<file path="src/rtl/pc_fetch_stage.sv">
// IF stage: holds the fetch PC, selects the next PC from redirects, stall or the
// external adder, and loads the IF/ID register under a BOOT/RUN/HALT controller.
module pc_fetch_stage #(
    parameter logic [31:0] RESET_PC = 32'h0000_0000,
    parameter logic [31:0] PC_STEP  = 32'd4
) (
    input  logic        clk,
    input  logic        rst_n,
    output logic [31:0] pc,
    output logic [31:0] adder_in1,
    output logic [31:0] adder_in2,
    input  logic [31:0] adder_sum,
    input  logic [31:0] instr,
    input  logic        branch_taken,
    input  logic [31:0] branch_target,
    input  logic        jump,
    input  logic [31:0] jump_target,
    input  logic        stall,
    input  logic        halt_req,
    input  logic        resume,
    output logic [31:0] ifid_pc4,
    output logic [31:0] ifid_instr,
    output logic        ifid_valid,
    output logic [31:0] fetch_count,
    output logic [1:0]  state
);

    typedef enum logic [1:0] {
        BOOT = 2'd0,
        RUN  = 2'd1,
        HALT = 2'd2,
        BAD  = 2'd3
    } state_t;

    state_t      state_q, state_d;
    logic [31:0] pc_q, pc_d;
    logic [31:0] ifid_pc4_q, ifid_pc4_d;
    logic [31:0] ifid_instr_q, ifid_instr_d;
    logic        ifid_valid_q, ifid_valid_d;
    logic [31:0] fetch_count_q, fetch_count_d;

    always_ff @(posedge clk or negedge rst_n) begin
        if (!rst_n) begin
            state_q       <= BOOT;
            pc_q          <= RESET_PC;
            ifid_pc4_q    <= 32'h0;
            ifid_instr_q  <= 32'h0;
            ifid_valid_q  <= 1'b0;
            fetch_count_q <= 32'h0;
        end else begin
            state_q       <= state_d;
            pc_q          <= pc_d;
            ifid_pc4_q    <= ifid_pc4_d;
            ifid_instr_q  <= ifid_instr_d;
            ifid_valid_q  <= ifid_valid_d;
            fetch_count_q <= fetch_count_d;
        end
    end

    always_comb begin
        state_d       = state_q;
        pc_d          = pc_q;
        ifid_pc4_d    = ifid_pc4_q;
        ifid_instr_d  = ifid_instr_q;
        ifid_valid_d  = ifid_valid_q;
        fetch_count_d = fetch_count_q;

        case (state_q)
            BOOT: begin
                pc_d         = RESET_PC;
                ifid_pc4_d   = 32'h0;
                ifid_instr_d = 32'h0;
                ifid_valid_d = 1'b0;
                state_d      = RUN;
            end
            RUN: begin
                // Redirects win over stall and squash whatever was being fetched.
                if (branch_taken || jump) begin
                    pc_d         = branch_taken ? branch_target : jump_target;
                    ifid_pc4_d   = 32'h0;
                    ifid_instr_d = 32'h0;
                    ifid_valid_d = 1'b0;
                end else if (!stall) begin
                    pc_d          = adder_sum;
                    ifid_pc4_d    = adder_sum;
                    ifid_instr_d  = instr;
                    ifid_valid_d  = 1'b1;
                    fetch_count_d = fetch_count_q + 32'd1;
                end
                // This cycle's update still lands; the freeze starts next cycle.
                if (halt_req) begin
                    state_d = HALT;
                end
            end
            HALT: begin
                if (resume) begin
                    state_d = RUN;
                end
            end
            default: begin
                state_d = BOOT;
            end
        endcase
    end

    assign pc          = pc_q;
    assign adder_in1   = pc_q;
    assign adder_in2   = PC_STEP;
    assign ifid_pc4    = ifid_pc4_q;
    assign ifid_instr  = ifid_instr_q;
    assign ifid_valid  = ifid_valid_q;
    assign fetch_count = fetch_count_q;
    assign state       = state_q;

endmodule
</file>
<file path="config.mk">
export PLATFORM = sky130hd
export DESIGN_NAME = pc_fetch_stage
export DESIGN_NICKNAME = d
export VERILOG_FILES = /design/src/rtl/pc_fetch_stage.sv
export SDC_FILE = /design/constraint.sdc
export NUM_CORES = 1
export LEC_CHECK = 0
export BUFFER_PORTS_ARGS = -buffer_cell sky130_fd_sc_hd__clkbuf_2
export CAP_MARGIN = 25
export CORE_AREA = 2 2 129 131
export CTS_CLUSTER_SIZE = 16
export DETAILED_ROUTE_END_ITERATION = 7
export DIE_AREA = 0 0 131 133
export HOLD_SLACK_MARGIN = 0.06
export PLACE_DENSITY = 0.7
export SETUP_SLACK_MARGIN = 0.4
export SLEW_MARGIN = 15
export SYNTH_ARGS = -nofsm -noshare
export SYNTH_HDL_FRONTEND = slang
export SYNTH_SLANG_ARGS = --single-unit
</file>
<file path="constraint.sdc">
create_clock -name clk -period 4.6 [get_ports clk]
set_input_delay 0.46 -clock clk [delete_from_list [all_inputs] [get_ports clk]]
set_output_delay 0.46 -clock clk [all_outputs]
set_load 0.01 [all_outputs]
</file>
---- Word level (Yosys, flattened, before mapping) ----
Cells that the tools add are included.
storage, ports and cells
  output and inout bits ................... 195
  word-level logic and storage cells ...... 35
  flip-flop bits (word level) ............. 131
cells by class
  equality and inequality tests ........... 5
  add/subtract/negate cells ............... 1
  muxes and demuxes ....................... 15
  bitwise logic cells ..................... 2
  reduce and logical (&&, ||, !) cells .... 6
operator list
  kind                                            number
  2-to-1 mux 32 bit                               6
  case mux 32 bit (2 select lines)                3
  adder 32 x 1 -> 32 bit (second input constant)  1
  case mux 2 bit (3 select lines)                 1
  2-to-1 mux 2 bit                                2
  != test 2 bit (second input constant)           2
  AND reduction 2 bit                             2
  != test 3 bit (second input constant)           1
  AND reduction 3 bit                             1
  == test 2 x 1 -> 1 bit (second input constant)  1
  == test 2 bit (second input constant)           1
  zero test 2 bit                                 1
  2-to-1 mux 1 bit                                2
  inverter 1 bit                                  2
  case mux 1 bit (2 select lines)                 1
  nonzero test 2 bit                              1
  logical OR 1 bit                                1

---- Depth between registers and ports, before layout ----
Gate-level depths: netlist of run 1.
  word-level depth ........................ 3
  depth in mapped cells ................... 7

---- Least setup slack after synthesis of run 1 ----
OpenSTA, ideal clock, no wires.
  path kind ............................... in2reg
  from .................................... input port jump
  to ...................................... register fetch_count_q[28] (netlist: fetch_count[28])
  path buffers ............................ 1
  stages .................................. 5
  data arrival time ....................... 2.160 ns
  slack ................................... 2.314 ns
  data required time ...................... 4.474 ns
  cells stage by stage .................... buf_6 or4b_4 nor4_1 nand4_1 xnor2_1
on the way
  longest elaborated chain between the ends .. 3
RTL lines
  what                                  RTL line  RTL
  from (decl)                           16        input logic jump,
  logical OR 1 bit                      78        if (branch_taken || jump) begin
  inverter 1 bit (no source line)       --
  AND reduction 3 bit (no source line)  --
  to (signal assigned)                  56        fetch_count_q <= fetch_count_d;
  to (decl)                             40        logic [31:0] fetch_count_q, fetch_count_d;
Every way passes these cells.
A chain may end at the register's enable or synchronous reset.

---- Final worst setup path of run 1 ----
  from .................................... register state_q[1] (netlist: state[1])
  to ...................................... register ifid_pc4_q[2] (netlist: ifid_pc4[2])
on the way
  longest elaborated chain between the ends .. 3
RTL lines
  what                                                                  RTL line  RTL
  from (decl)                                                           35        state_t state_q, state_d;
  from (signal assigned)                                                51        state_q <= state_d;
  == test 2 x 1 -> 1 bit or zero test 2 bit (tied branches)             68        case (state_q)
  != test 3 bit (no source line) or nonzero test 2 bit (tied branches)  --
  AND reduction 2 bit (no source line)                                  --
  to (signal assigned)                                                  53        ifid_pc4_q <= ifid_pc4_d;
  to (decl)                                                             37        logic [31:0] ifid_pc4_q, ifid_pc4_d;
Several ways; a longest one is shown, not always the timed one.

==> reports/results.tsv, run 1 <==
metric	value	unit
worst_slew_margin_rel	36.4	%
grt_overflow	0	
dp_hpwl	12100	um
grt_pass1_wl	25400	um
cp-startpoint	state[1]	
peakVddDrop	237	uV
reg2reg_depth	4	
synth_area	6120	um2
utilization	49.6	%
cp_cell_sequence	or4b_4, nor2_4, buf_4, a22o_1	
dpl_cell_area	7470	um2
worstSetupStartpointType	flip-flop	
die_h	133	um
netlist_top_cells_area	dfrtp_1, a22o_1, buf_4	
layout_min_cycle_time	2.53	ns
path_max_fanout	35	
dp_cells	1030	
nFillCells	1501	
hold_buffers	0	
tns	0	ns
max_freq	395	MHz
root_buffer	clkbuf_16	
power_density	492	nW/um2
slew_viol_final	0	
final_hold_viol_count	0	
grt_pass1_vias	4837	
via_per_inst	4.84	
cts_tree	done	
maxCapViolCount	0	
cp_data_arrival_time	2.89	ns
post_cts_buffers	0	
worst-endpoint-required	4.96	ns
synth.distinct_cells	35	
first_iter_violations	171	
r2r-start	state[1]	
tightestPinTransition	0.952	ns
min_path_type	input port to async pin	
die_area	17400	um2
switching_share	35.3	%
ys_warn_count	0	
fin_crit_sh	55.0	%
p_sw	1400	uW
setup_violations	0	
clock_latency	0.41	ns
rsz0062_at_grt	no	
drc	0	
initial_core_util	37.8	%
synth_top_area_share	53.6	%
clockBufferDepth	2	
place_congestion	0.874	
worstReg2RegEnd	ifid_pc4[2]	
endpoint_kind	flip-flop	
power_frac_seq	39.9	%
clock-sinks	131	
ys_seq_area_share	53.6	%
post_layout_nonfiller_instances	1063	
ant_nets	0	
die_w	131	um
p_int	2560	uW
num_vias	5143	
crit_slowest_cell	nor2_4	
wl_per_cell	15.9	um
drive_gt1_share	40.5	%
track_usage	19.0	%
finalClockSkew	0.0175	ns
power_frac_clock	32.2	%
wirelength	16900	um
grt_max_degree	103	
synth_cells	575	
clk_pin_slew	0.06	ns
path_class	flip-flop to flip-flop	
h-tree-depth	4	
antenna_found_initial	0	
numCtsBuffers	17	
rrSetupSlack	2.07	ns
ioPinCount	330	
rows	47	
slowest_delay	0.74	ns
num_antenna_cells	0	
p_comb_share	27.8	%
final_area	8030	um2
core_area	16200	um2
syn_area_per_cell	10.6	um2
leakage	0.00437	uW
synth_top_area_cell	dfrtp_1	
nets	966	
ys_seq_elements	131	
area_delta_synth_final	31.2	%
outcome	completed	
first_pass_iters	4	
cts_resized	0	
port_buffers	297	
-- Yosys cell counts (all sizes together) --
cell / count
a21boi: 1
a21o: 1
a21oi: 32
a22o: 60
a31o: 1
and2: 2
and3: 5
and4: 5
buf: 74
clkbuf: 24
conb: 2
dfrtp: 131
ha: 1
inv: 2
mux2: 1
mux2i: 32
nand2: 51
nand2b: 2
nand3: 11
nand3b: 1
nand4: 9
nand4b: 3
nor2: 42
nor3: 7
nor4: 4
nor4b: 1
o21ai: 37
or4: 1
or4b: 1
xnor2: 15
xor2: 16
-- worst max path at each step --
stage	endpoint	depth (start not counted)
final	ifid_pc4[2]	4
after global routing	ifid_instr[12]	4
after CTS	ifid_instr[3]	4
after detailed placement	ifid_instr[3]	5
after global placement	ifid_instr[29]	5
after floorplan	fetch_count[28]	5
-- power by group through the flow --
stage          sequential, uW  combinational [uW]  clock, uW
2_1_floorplan            1640                 656          0
3_3_place_gp             1590                1080          0
3_5_place_dp             1590                1120          0
4_1_cts                  1580                1120       1300
5_1_grt                  1610                1230       1360
6_report                 1580                1100       1270
-- state kept, by name (all words and copies together), names as in the netlist --
name and count:
state 2, ifid_pc4 32, adder_in1 32, fetch_count 32, ifid_valid 1, ifid_instr 32
-- kinds of logic (layout without fill, tap and decap cells) --
logic type	count (synthesis)	in the layout	share of synthesized area (%)
simple gates	145	145	11.4
compound gates	132	132	14.6
flops	131	131	53.6
buf+inv	100	338	10.2
mux	33	33	5.42
xor+xnor	31	31	4.44
other cells	2	32	0.123
fa+ha+maj	1	1	0.205
-- stage by stage --
| step | total power, uW | hold slack (ns) | setup slack (ns) |
|---|---|---|---|
| final | 3950 | 0.128 | 2.07 |
| after global routing | 4200 | 0.225 | 1.92 |
| after CTS | 4000 | 0.188 | 2.00 |
| after detailed placement | 2720 | 0.463 | 1.65 |
| after floorplan | 2290 | 0.164 | 2.31 |
| after global placement | 2670 | 0.460 | 1.70 |
-- final cells by class --
class                      instances  area [um2]  share of cell area (%)
tap                              220         275                    3.43
inverter                           2        7.51                  0.0935
sequential                       131        3280                    40.8
clock inverter                    12         108                    1.34
clock buffer                      20         447                    5.56
multi-input combinational        374        2350                    29.3
timing repair buffer             304        1560                    19.5
-- cell usage in the layout (no fill, tap or decap), types with 15 or more instances in the layout --
cell         n
a22o_1      60
conb_1      32
mux2i_1     32
dfrtp_1    131
clkbuf_2   297
nor2_1      41
a21oi_1     32
xnor2_1     15
xor2_1      16
o21ai_0     37
nand2_1     51
clkbuf_16   17
-- critical path: cells and delay by family, from the launching register on --
| family | cells | cell delay [ns] |
|---|---|---|
| AO/OA/AOI/OAI | 1 | 0.18 |
| buffers and inverters | 1 | 0.45 |
| AND/OR/NAND/NOR | 2 | 1.35 |
| flip-flops | 1 | 0.47 |
-- layer usage --
| layer | track usage [%] | vias to the layer above | wire (um) |
|---|---|---|---|
| met2 | 30.7 | 211 | 8280 |
| met3 | 4.65 | 29 | 1110 |
| met1 | 24.8 | 2459 | 7150 |
| met5 | 0 | - | 0 |
| met4 | 7.09 | 0 | 373 |
| li1 | - | 2444 | - |
Note: power is estimated with default switching activity, not from simulation.
==> run 2, diff against run 1 <==
- PLACE_DENSITY: 0.7 -> 0.73
- clock period: 4.6 -> 2 ns (I/O delays scaled with it)
==> run 2 against run 1 <==
Net effect:
- combinational power rose to 2.7 times the previous value
- largest cell class unchanged
- total power up 140%
- critical endpoint is now fetch_count[26]
- highest routed layer unchanged
- final area up 15%
==> reports/results.tsv, run 2 (synthesized netlist as in run 1, its figures left out) <==
metric	value	unit	change
rrSetupSlack	0.07	ns	was 2.07 ns
cp_data_arrival_time	2.21	ns	was 2.89 ns
fin_crit_sh	96.3	%	was 55.0%
final_hold_viol_count	0		unchanged
h-tree-depth	4		unchanged
dp_hpwl	12800	um	was 12,100 um
die_h	133	um	unchanged
finalClockSkew	0.0119	ns	was 0.0175 ns
via_per_inst	4.89		was 4.84
initial_core_util	37.8	%	unchanged
hold_ws	0.0794	ns	was 0.128 ns
path_class	flip-flop to flip-flop		unchanged
worst_slew_margin_rel	55.6	%	was 36.4%
wl_per_cell	16.9	um	was 15.9 um
tns	0	ns	unchanged
setup_violations	0		unchanged
port_buffers	297		unchanged
track_usage	22.1	%	was 19.0%
numCtsBuffers	17		unchanged
worst-endpoint-required	2.29	ns	was 4.96 ns
grt_max_degree	76		was 103
ioPinCount	330		unchanged
maxCapViolCount	0		unchanged
clk_pin_slew	0.06	ns	about the same
max_freq	519	MHz	was 395 MHz
ant_nets	0		unchanged
layout_commonest_cell	clkbuf_2		unchanged
clock-sinks	131		unchanged
path_max_fanout	7		was 35
rsz0062_at_grt	yes		was no
grt_overflow	0		unchanged
grt_pass1_wl	29200	um	was 25,400 um
endpoint_kind	flip-flop		unchanged
antenna_found_initial	0		unchanged
nets	1060		was 966
leakage	0.00494	uW	was 0.00437 uW
worstSetupStartpointType	flip-flop		unchanged
core_area	16200	um2	unchanged
die_area	17400	um2	unchanged
drive_gt1_share	40.4	%	was 40.5%
num_vias	5654		was 5,143
layout_min_cycle_time	1.93	ns	was 2.53 ns
first_iter_violations	243		was 171
utilization	56.8	%	was 49.6%
min_path_type	input port to flip-flop		was input port to async pin
first_pass_iters	4		unchanged
tightestPinTransition	0.666	ns	was 0.952 ns
num_antenna_cells	0		unchanged
outcome	completed		unchanged
drc	0		unchanged
clock_latency	0.41	ns	about the same
die_w	131	um	unchanged
power_density	1040	nW/um2	was 492 nW/um2
slew_viol_final	0		unchanged
grt_pass1_vias	5512		was 4,837
peakVddDrop	679	uV	was 237 uV
area_delta_synth_final	50.3	%	was 31.2%
place_congestion	0.818		was 0.874
wirelength	19500	um	was 16,900 um
layout_common_cells	clkbuf_2, dfrtp_1, dlygate4sd3_1		was clkbuf_2, dfrtp_1, a22o_1
clockBufferDepth	2		unchanged
cts_tree	done		unchanged
root_buffer	clkbuf_16		unchanged
rows	47		unchanged
-- run 2: layer usage --
layer	GRT usage, %	up-vias	wire, um
li1	-	2626	-
met1	27.2	2721	8040
met2	37.9	269	10000
met3	4.49	38	1060
met4	8.27	0	380
met5	0	-	0
-- run 2: worst paths after layout --
| path | from | to | cells after the start |
|---|---|---|---|
| min in group asynchronous | rst_n | ifid_instr[1] | 2 |
| max reg2reg | state[1] | fetch_count[26] | 6 |
| min | branch_target[9] | adder_in1[9] | 3 |
| max | state[1] | fetch_count[26] | 6 |
| max in group asynchronous | rst_n | ifid_pc4[1] | 3 |
| min reg2reg | ifid_valid | ifid_valid | 1 |
-- run 2: report_power, final --
group          switching (uW)  internal, uW
Clock                    1120          1930
Sequential                410          3150
Combinational            1710          1270
-- run 2: final cells by class --
cell class | count | area [um2]
Clock buffer | 23 | 478
Clock inverter | 9 | 104
Fill cell | 1353 | 6980
Inverter | 2 | 7.51
Multi-Input combinational cell | 374 | 2450
Sequential cell | 131 | 3280
Tap cell | 220 | 275
Timing Repair Buffer | 398 | 2600
-- run 2: timing repair --
action | in CTS | in global routing
hold endpoints to repair | 122 | 0
setup endpoints to repair | 93 | 92
buffers inserted | 6 | 3
resized for setup | 5 | 6
pin swaps | 2 | 9
gates cloned | 4 | 0
hold buffers | 67 | 0
-- run 2: critical path: stages (launching register included) --
cell     delay [ns]
dfrtp_2        0.40
or4b_4         0.50
buf_4          0.19
nor4_4         0.27
buf_4          0.19
nand4_1        0.12
xnor2_1        0.14
-- run 2: metrics by stage --
stage / setup WS (ns) / instances / power [uW] / area [um2]
global route: -0.00880 / 1157 / 10100 / 9190
global placement: 0.0981 / 1045 / 6300 / 7690
floorplan: 0.0776 / 605 / 5290 / 6330
CTS: 0.0728 / 1154 / 9660 / 9160
detailed placement: 0.0688 / 1045 / 6370 / 7690
finish: 0.0742 / 1157 / 9590 / 9190
==> run 3, diff against run 2 <==
- CELL_PAD_IN_SITES_DETAIL_PLACEMENT: default -> 0
- CELL_PAD_IN_SITES_GLOBAL_PLACEMENT: default -> 1
- CORE_AREA: 2 2 129 131 -> default
- CORE_MARGIN: default -> 2
- CORE_UTILIZATION: default -> 31
- CTS_BUF_LIST: default -> sky130_fd_sc_hd__clkbuf_2
- DIE_AREA: 0 0 131 133 -> default
- PLACE_DENSITY: 0.73 -> default
- PLACE_DENSITY_LB_ADDON: default -> 0.1
- TNS_END_PERCENT: default -> 5
==> run 3 against run 2 <==
Net effect:
- maximum frequency grew 0.32%
- clock power shrank 32%
- first-iteration DRC count shrank 22%
- critical path depth shrank 2
- critical path type unchanged
==> reports/results.tsv, run 3 (synthesized netlist as in run 1, its figures left out) <==
metric	value	unit	change
die_w	144	um	was 131 um
dp_hpwl	13900	um	was 12,800 um
nets	1113		was 1,060
min-delay-start	branch_taken		was branch_target[9]
h-tree-depth	4		unchanged
setup_violations	0		unchanged
rows	51		was 47
clock-sinks	131		unchanged
hold-path-endpoint	fetch_count[2]		was adder_in1[9]
wl_per_cell	15.9	um	was 16.9 um
tightestPinTransition	0.503	ns	was 0.666 ns
port_buffers	297		unchanged
worst-endpoint-required	2.61	ns	was 2.29 ns
reg2reg_depth	4		was 6
clock_latency	0.67	ns	was 0.41 ns
cp_data_arrival_time	2.53	ns	was 2.21 ns
grt_max_degree	57		was 76
first_iter_violations	189		was 243
dpl_cell_area	7750	um2	was 7690 um2
num_vias	5740		was 5,654
maxCapViolCount	0		unchanged
cts_tree	done		unchanged
root_buffer	clkbuf_2		was clkbuf_16
layout_commonest_cell	clkbuf_2		unchanged
finalClockSkew	0.0279	ns	was 0.0119 ns
hold_ws	0.126	ns	was 0.0794 ns
core_area	19400	um2	was 16,200 um2
drive_gt1_share	38.8	%	was 40.4%
first_pass_iters	5		was 4
min_path_type	input port to flip-flop		unchanged
numCtsBuffers	17		unchanged
cp_num_buf_inv	0		was 2
hold_buffers	133		was 67
track_usage	18.3	%	was 22.1%
ioPinCount	330		unchanged
crit_family	simple AND/OR/NAND/NOR gates		unchanged
clk_pin_slew	0.20	ns	was 0.06 ns
hold_path_depth	6		was 3
initial_core_util	31.5	%	was 37.8%
final_area	9690	um2	was 9190 um2
ant_nets	0		unchanged
layout_min_cycle_time	1.92	ns	was 1.93 ns
die_area	20900	um2	was 17,400 um2
wirelength	19900	um	was 19,500 um
antenna_found_initial	1		was 0
grt_pass1_vias	5651		was 5,512
cp_cell_sequence	or4b_4, or4_4, nor3_2, xor2_1		was or4b_4, buf_4, nor4_4, buf_4, nand4_1, xnor2_1
slowest_delay	0.56	ns	was 0.50 ns
worst_slew_margin_rel	66.5	%	was 55.6%
grt_overflow	0		unchanged
final_hold_viol_count	0		unchanged
layout_common_cells	clkbuf_2, dlygate4sd3_1, dfrtp_1		was clkbuf_2, dfrtp_1, dlygate4sd3_1
path_class	flip-flop to flip-flop		unchanged
crit_slowest_cell	or4_4		was or4b_4
rrSetupSlack	0.08	ns	was 0.07 ns
die_h	144	um	was 133 um
worstSetupStartpointType	flip-flop		unchanged
area_delta_synth_final	58.4	%	was 50.3%
grt_pass1_wl	29500	um	was 29,200 um
power_density	926	nW/um2	was 1040 nW/um2
peakVddDrop	402	uV	was 679 uV
rsz0062_at_grt	yes		unchanged
r2r-start	state[1]		unchanged
place_congestion	0.829		was 0.818
max_freq	521	MHz	was 519 MHz
worstReg2RegEnd	fetch_count[24]		was fetch_count[26]
endpoint_kind	flip-flop		unchanged
clockBufferDepth	2		unchanged
nFillCells	1834		was 1,353
tns	0	ns	unchanged
post-place-ws	0.120	ns	was 0.0688 ns
path_max_fanout	10		was 7
via_per_inst	4.57		was 4.89
drc	0		unchanged
leakage	0.00504	uW	was 0.00494 uW
fin_crit_sh	96.0	%	was 96.3%
power.total	8980	uW	was 9590 uW
timing.final.ws_setup	0.0804	ns	was 0.0742 ns
outcome	completed		unchanged
slew_viol_final	0		unchanged
[run 3: cell types whose count changed in the layout (fill, tap and decap cells not counted), sizes merged, moves of 2 or more]
cell,change
diode,+2
buf,+52
bufbuf,-3
clkinv,+2
dlygate4sd3,+66
clkbuf,-68
bufinv,+4
[run 3: power breakdown]
part,total [uW],switching [uW],internal (uW)
Combinational,3290,1760,1530
Sequential,3600,461,3140
Clock,2080,1020,1060
[run 3: area by class of cell]
cell class / count / area [um2] / area share, %
antenna: 2 / 5.00 / 0.0516
clock buffer: 17 / 85.1 / 0.878
clock inverter: 15 / 236 / 2.44
inverter: 2 / 7.51 / 0.0775
multi-input combinational: 374 / 2460 / 25.4
sequential: 131 / 3300 / 34.0
tap: 265 / 332 / 3.42
timing repair buffer: 451 / 3260 / 33.7
[run 3: worst reg2reg max path, stage by stage (launching register included)]
cell and delay, ns:
dfrtp_2 0.44, or4b_4 0.48, or4_4 0.56, nor3_2 0.24, xor2_1 0.15
[run 3: metal layers]
| metal | up-vias | share of wire (%) | global-route usage, % |
|---|---|---|---|
| li1 | 2734 | - | - |
| met1 | 2784 | 42 | 22.7 |
| met2 | 212 | 52 | 32.1 |
| met3 | 10 | 5.3 | 3.97 |
| met4 | 0 | 0.78 | 4.91 |
| met5 | - | 0 | 0 |
[run 3: through the flow]
| step | std cells | util, % |
|---|---|---|
| 6_report | 1257 | 50.0 |
| 3_3_place_gp | 1090 | 39.9 |
| 5_1_grt | 1257 | 50.0 |
| 2_1_floorplan | 605 | - |
| 3_5_place_dp | 1090 | 39.9 |
| 4_1_cts | 1255 | 48.5 |
[run 3: worst max path at each step]
stage             start               to  slack (ns)  depth (start not counted)
2_1_floorplan  state[1]  fetch_count[23]        0.08                          5
3_3_place_gp   state[1]  fetch_count[17]        0.13                          6
3_5_place_dp   state[1]  fetch_count[23]        0.12                          4
4_1_cts        state[1]  fetch_count[23]        0.07                          4
5_1_grt        state[1]  fetch_count[15]       0.003                          6
6_report       state[1]  fetch_count[24]        0.08                          4
[run 3: what timing repair did]
action                     CTS  global route
setup endpoints to repair  113           157
hold endpoints to repair   234             2
buffers inserted             0             0
resized for setup            0           128
pin swaps                    0            71
